### src/rtl/light_mode_ctrl.sv
// light_mode_ctrl: debounces a 2-bit mode switch, publishes the accepted mode
// to a downstream light-pattern FSM, and generates the pattern step timebase.
// A new mode is committed only after DEB_CYCLES identical synchronized samples.
// A commit raises a one-cycle restart pulse and realigns the step timebase.
module light_mode_ctrl #(
    parameter int unsigned DEB_CYCLES = 32'd16,
    parameter int unsigned TICK_DIV   = 32'd12500000
) (
    input  logic       clk_i,
    input  logic       rst_ni,
    input  logic [1:0] sw_i,
    input  logic       enable_i,
    output logic [1:0] mode_o,
    output logic       step_o,
    output logic       restart_o,
    output logic       stable_o
);

    localparam logic [15:0] DEB_LAST  = 16'(DEB_CYCLES - 32'd1);
    localparam logic [31:0] TICK_LAST = 32'(TICK_DIV - 32'd1);

    typedef enum logic [1:0] {
        ST_INIT   = 2'd0,
        ST_RUN    = 2'd1,
        ST_CHANGE = 2'd2
    } state_t;

    state_t      state_q, state_d;
    logic [1:0]  sw_s1_q, sw_s2_q;
    logic [1:0]  mode_q, mode_d;
    logic [1:0]  cand_q, cand_d;
    logic [15:0] deb_cnt_q, deb_cnt_d;
    logic [31:0] tick_cnt_q, tick_cnt_d;
    logic        step_q, step_d;
    logic        restart_q, restart_d;
    logic        stable_q, stable_d;
    logic        commit_s;

    // Two-flop synchronizer for the asynchronous, bouncing switch inputs.
    always_ff @(posedge clk_i) begin
        if (!rst_ni) begin
            sw_s1_q <= 2'b00;
            sw_s2_q <= 2'b00;
        end else begin
            sw_s1_q <= sw_i;
            sw_s2_q <= sw_s1_q;
        end
    end

    // Next-state logic: debounce FSM, timebase, and registered output values.
    always_comb begin
        state_d    = state_q;
        mode_d     = mode_q;
        cand_d     = cand_q;
        deb_cnt_d  = deb_cnt_q;
        tick_cnt_d = tick_cnt_q;
        step_d     = 1'b0;
        restart_d  = 1'b0;
        commit_s   = 1'b0;

        case (state_q)
            ST_INIT: begin
                if (sw_s2_q == cand_q) begin
                    if (deb_cnt_q == DEB_LAST) begin
                        commit_s = 1'b1;
                    end else begin
                        deb_cnt_d = deb_cnt_q + 16'd1;
                    end
                end else begin
                    cand_d    = sw_s2_q;
                    deb_cnt_d = 16'd1;
                end
            end
            ST_RUN: begin
                if (sw_s2_q != mode_q) begin
                    state_d   = ST_CHANGE;
                    cand_d    = sw_s2_q;
                    deb_cnt_d = 16'd1;
                end else begin
                    state_d = ST_RUN;
                end
            end
            ST_CHANGE: begin
                if (sw_s2_q == cand_q) begin
                    if (deb_cnt_q == DEB_LAST) begin
                        commit_s = 1'b1;
                    end else begin
                        deb_cnt_d = deb_cnt_q + 16'd1;
                    end
                end else if (sw_s2_q == mode_q) begin
                    // Glitch rejected: the switch came back to the accepted mode.
                    state_d = ST_RUN;
                end else begin
                    cand_d    = sw_s2_q;
                    deb_cnt_d = 16'd1;
                end
            end
            default: begin
                state_d    = ST_INIT;
                cand_d     = 2'b00;
                deb_cnt_d  = 16'd0;
                tick_cnt_d = 32'd0;
            end
        endcase

        // Step timebase runs only once a mode has been accepted.
        if ((state_q == ST_RUN || state_q == ST_CHANGE) && enable_i) begin
            if (tick_cnt_q == TICK_LAST) begin
                tick_cnt_d = 32'd0;
                step_d     = 1'b1;
            end else begin
                tick_cnt_d = tick_cnt_q + 32'd1;
            end
        end else begin
            step_d = 1'b0;
        end

        // A commit overrides any coincident step and realigns the timebase.
        if (commit_s) begin
            mode_d     = cand_q;
            restart_d  = 1'b1;
            step_d     = 1'b0;
            tick_cnt_d = 32'd0;
            state_d    = ST_RUN;
        end else begin
            restart_d = 1'b0;
        end

        stable_d = (state_d == ST_RUN);
    end

    // State and output registers with synchronous active-low reset.
    always_ff @(posedge clk_i) begin
        if (!rst_ni) begin
            state_q    <= ST_INIT;
            mode_q     <= 2'b00;
            cand_q     <= 2'b00;
            deb_cnt_q  <= 16'd0;
            tick_cnt_q <= 32'd0;
            step_q     <= 1'b0;
            restart_q  <= 1'b0;
            stable_q   <= 1'b0;
        end else begin
            state_q    <= state_d;
            mode_q     <= mode_d;
            cand_q     <= cand_d;
            deb_cnt_q  <= deb_cnt_d;
            tick_cnt_q <= tick_cnt_d;
            step_q     <= step_d;
            restart_q  <= restart_d;
            stable_q   <= stable_d;
        end
    end

    assign mode_o    = mode_q;
    assign step_o    = step_q;
    assign restart_o = restart_q;
    assign stable_o  = stable_q;

endmodule

### config.mk
export PLATFORM = sky130hd
export DESIGN_NAME = light_mode_ctrl
export DESIGN_NICKNAME = d
export VERILOG_FILES = /design/src/rtl/light_mode_ctrl.sv
export SDC_FILE = /design/constraint.sdc
export NUM_CORES = 1
export LEC_CHECK = 0
export ABC_AREA = 1
export BUFFER_PORTS_ARGS = -buffer_cell sky130_fd_sc_hd__buf_2
export CAP_MARGIN = 20
export CELL_PAD_IN_SITES_DETAIL_PLACEMENT = 1
export CELL_PAD_IN_SITES_GLOBAL_PLACEMENT = 1
export CORE_UTILIZATION = 47
export CTS_CLUSTER_DIAMETER = 150
export CTS_CLUSTER_SIZE = 20
export DETAILED_ROUTE_END_ITERATION = 16
export PLACE_DENSITY_LB_ADDON = 0.1
export SYNTH_ARGS = -nofsm -noshare
export SYNTH_HDL_FRONTEND = slang
export SYNTH_SLANG_ARGS = --single-unit
### constraint.sdc
create_clock -name clk_i -period 3.8 [get_ports clk_i]
set_input_delay 0.38 -clock clk_i [delete_from_list [all_inputs] [get_ports clk_i]]
set_output_delay 0.38 -clock clk_i [all_outputs]
set_load 0.02 [all_outputs]
Word-level counts from Yosys, hierarchy flattened. Index checks and enable logic that the tools add are counted.

Add/subtract/negate cells: 2. $mul: 0. Div/mod/pow operators: 0. Order comparisons: 0. Equality and inequality tests: 14. Shifts and indexed selects: 0. Mux-type cells: 24. Bitwise logic cells: 2. Reduce and logical (&&, ||, !) cells: 9.

Operator list (count): $mux W32 (3); $mux W16 (5); $pmux W16 S3 (1); $add A32 B1 Y32 const B (1); $eq A32 B24 Y1 const B (1); $add A16 B1 Y16 const B (1); $eq A16 B4 Y1 const B (1); $mux W2 (8); $pmux W2 S3 (2); $ne A2 B2 Y1 const B (4); $reduce_or A3 Y1 (2); $mux W1 (5); $eq A2 B1 Y1 const B (2); $eq A2 B2 Y1 (2); $reduce_and A4 Y1 (1); $reduce_or A2 Y1 (2); $ne A3 B3 Y1 const B (1); $eq A2 B2 Y1 const B (1); $logic_not A2 Y1 (1); $ne A2 B1 Y1 const B (1); $ne A2 B2 Y1 (1); $not A1 Y1 (2); $reduce_and A2 Y1 (1); $logic_and A1 B1 Y1 (1); $logic_or A1 B1 Y1 (1).

Register bits: 61. Latch bits: 0. RAM bits: 0. ROM bits: 0. Bits of input ports: 5. Output and inout bits: 5. Logic and storage cells: 61. Memories: 0.

Depth between registers and ports, before layout.
Depth after elaboration: 6. Gate-level depth with buffers: 11. Depth with buffers taken out: 10.

Least setup slack after synthesis. Ideal clock, no wire load.

Path kind: register to register. Start point: register state_q[0]. End point: register tick_cnt_q[27]. Setup time: 0.070 ns. Data arrival time: 1.651 ns. Data required time: 3.730 ns. Path slack: 2.079 ns. Cell stages (with the launch flop): 9. Path buffers: 1. Period minus slack after synthesis: 1.721 ns. Cells stage by stage: dfxtp_1 inv_1 ha_1 nand2_1 o21ai_2 inv_1 clkbuf_1 nand2_1 a21oi_1.

Cells in the longest elaborated chain, start to end: 4. Elaborated cells between the ends (all ways): 11. Classes of those cells: eq/ne: 3; mux: 2; reduce/logical: 6.

RTL lines: start: declaration (RTL line 28) `state_t state_q, state_d;`; start signal: assignment (RTL line 144) `state_q <= state_d;`; $eq A2 B2 Y1 (tied with other cells) (RTL line 61, 107); $reduce_or A2 Y1 (no source line) or $logic_or A1 B1 Y1 (tied branches); $mux W1 or $logic_and A1 B1 Y1 (tied branches); $reduce_or A2 Y1 (no source line) (tied with other cells); end signal: assignment (RTL line 148) `tick_cnt_q <= tick_cnt_d;`; end: declaration (RTL line 33) `logic [31:0] tick_cnt_q, tick_cnt_d;`.

Parallel ways exist; a longest one is shown, timed or not. A chain may end at the register's enable or synchronous reset.

Final worst setup path.
Start point: register state_q[0]. End point: register tick_cnt_q[29].

Same word-level chain as after synthesis.

==> out/metrics.cfg <==
[status]
status=finished clean

[place]
gp_congestion=0.9122
placed_area_um2=3979
io_buffers=9
post-dp-hpwl_um=8417
place_inst=753

[synthesis]
synth_cells=653
ys_top_cells_by_area=dfxtp_1, nand2_1, nor2_1, inv_1, nand3_1
yosys.area.top_type_share=0.3143
syn_area_per_cell_um2=5.949
synth_seq_area_share=0.3143
yosysUniqueCellTypes=29
ys_seq_elements=61
synth_area_um2=3885
yosys_warnings=0
synth_area_leader_cell=dfxtp_1
syn-num-nets=665

[cts]
clkSlewWorstSetupHoldPaths_ns=0.08
clock_latency_ns=0.35
post_cts_buffers=0
cts_hold_buf=0
ctsResizeCount=0
clk_path_buf_depth=2
numCtsBuffers=9
root_buffer=clkbuf_8
cts.sinks=61
h-tree-depth=3
cts_tree=yes

[sta]
setup_tns_ns=0
fin_crit_sh=0.6133
final.min_clock_period_ns=2.330
max_freq_mhz=429.1
hold_viol=0
grt_setup_unrepaired=false
final.setup_skew_ns=0.01597
finalSetupViolCount=0
worst_pin_slew_ns=0.8480
maxSlewViolCount=0
slew_headroom=0.4340

[die]
start_util=0.4951
die_area_um2=8633
coreArea_um2=7848
ioPinCount=10
rows=32
fp.dieW_um=92.92
fp.dieH_um=92.92

[route]
first_iter_violations=135
wl_met1_um=4975
via_count=4047
dr_wl_met2_um=5870
drtPass1Iterations=4
vias_per_cell=5.263
drc_errors=0
post_drt_wl_per_cell_um=14.90
drtAntennaViolNets=0
routed_wl_um=11460
highest_layer=met4
wl_met3_um=281

[cells_and_area]
drive_above_1_share=0.06297
layout.cells.non_filler=769
syn2layout_area_growth_pct=8.148
antennaDiodeCount=0
layout_commonest_cell=nand2_1
stdcell_area_um2=4202
regArea_um2=1221
layout_common_cells=nand2_1, nor2_1, inv_1, dfxtp_1, nand3_1
layout.nets=674
fillerInstances=1146
multi_input_area_um2=2281

[global_route]
grt_util_all_layers=0.2890
grt_max_degree=29
overflow=0
antenna_found_initial=0
grt_pass1_vias=4348
grt_pass1_wl_um=19820

[worst_setup_path]
cp_max_fo=25
crit_arrival_ns=2.57
r2r_slack_ns=1.47
r2r_cells=8
end_kind=register
cp_data_required_time_ns=4.04
cp-start-kind=register
path_class=reg2reg
timing.rr.start=state_q[0]
r2r_end=tick_cnt_q[29]

[hold_path]
min_from=sw_i[1]
hold_depth=3
hp-class=in2reg
min_to=sw_s1_q[1]

[power_and_ir_drop]
powerDensity_nw_per_um2=384.1
peakVddDrop_mv=0.2214
power_uw=1614
cellLeakagePower_uw=0.001790

[run]
maxCapViolCount=0

[where the power goes]
part / internal [uW] / leakage (uW) / switching, uW
Sequential: 655 / 0.000493 / 15.6
Clock: 375 / 0.000111 / 289
Combinational: 83.4 / 0.00119 / 196
Total: 1110 / 0.00179 / 500
[final cells by class]
cell class | instances | share of cell area
clock buffers | 10 | 0.03038
clock inverters | 6 | 0.02263
inverters | 81 | 0.07236
multi-input cells | 500 | 0.5429
flip-flops and latches | 61 | 0.2906
well taps | 102 | 0.03038
repair buffers | 9 | 0.01072
[cells by family after synthesis]
kind of cell | synth area share
adder cells (fa/ha/maj) | 0.02254
AO/OA/AOI/OAI | 0.06505
AND/OR/NAND/NOR | 0.4657
flip-flops | 0.3143
buffers and inverters | 0.09855
XOR/XNOR | 0.03382
[per-stage QoR]
stage	utilization	setup WS (ns)	hold slack, ns
detailed placement	0.5070	1.495	0.4131
global placement	0.5070	1.601	0.3940
CTS	0.5354	1.470	0.2093
floorplan	-	2.079	0.3905
global route	0.5354	1.220	0.2051
finish	0.5354	1.470	0.2191
[synth_stat cells, drive strengths merged]
cell and number:
o22ai 4, or2 1, nand3b 3, o21bai 2, nand3 44, nor2 125
xnor2 2, dfxtp 61, ha 7, buf 8, and2 3, inv 81
clkbuf 3, a21oi 26, nor3 6, nand2 239, o21ai 15, xor2 13
nand4 10
[how the worst max path moves through the flow]
stage	start	endpoint	slack, ns	cells past startpoint
after detailed placement	state_q[0]	tick_cnt_q[29]	1.50	8
after global placement	state_q[0]	tick_cnt_q[29]	1.60	10
after global routing	state_q[0]	tick_cnt_q[29]	1.22	9
after floorplan	state_q[0]	tick_cnt_q[27]	2.08	8
final	state_q[0]	tick_cnt_q[29]	1.47	8
after CTS	state_q[0]	tick_cnt_q[29]	1.47	10
[layer usage]
metal | up-vias | track usage
met5 | - | 0
met1 | 1926 | 0.3176
met4 | 0 | 0.1179
li1 | 2038 | -
met2 | 58 | 0.5453
met3 | 25 | 0.04516
[critical path: stages, from the launching register on]
cell	delay (ns)
dfxtp_1	0.42
inv_1	0.12
ha_1	0.33
o21ai_2	0.32
inv_1	0.48
nor2_1	0.23
nand2_1	0.09
o21ai_0	0.17
nor2_1	0.05
[registers in the layout (all words and copies together) (netlist names), 2 cells and up]
signal      cells
tick_cnt_q     32
deb_cnt_q      16
cand_q          2
mode_o          2
state_q         2
sw_s1_q         2
sw_s2_q         2
Note: power is estimated with default switching activity, not from simulation.
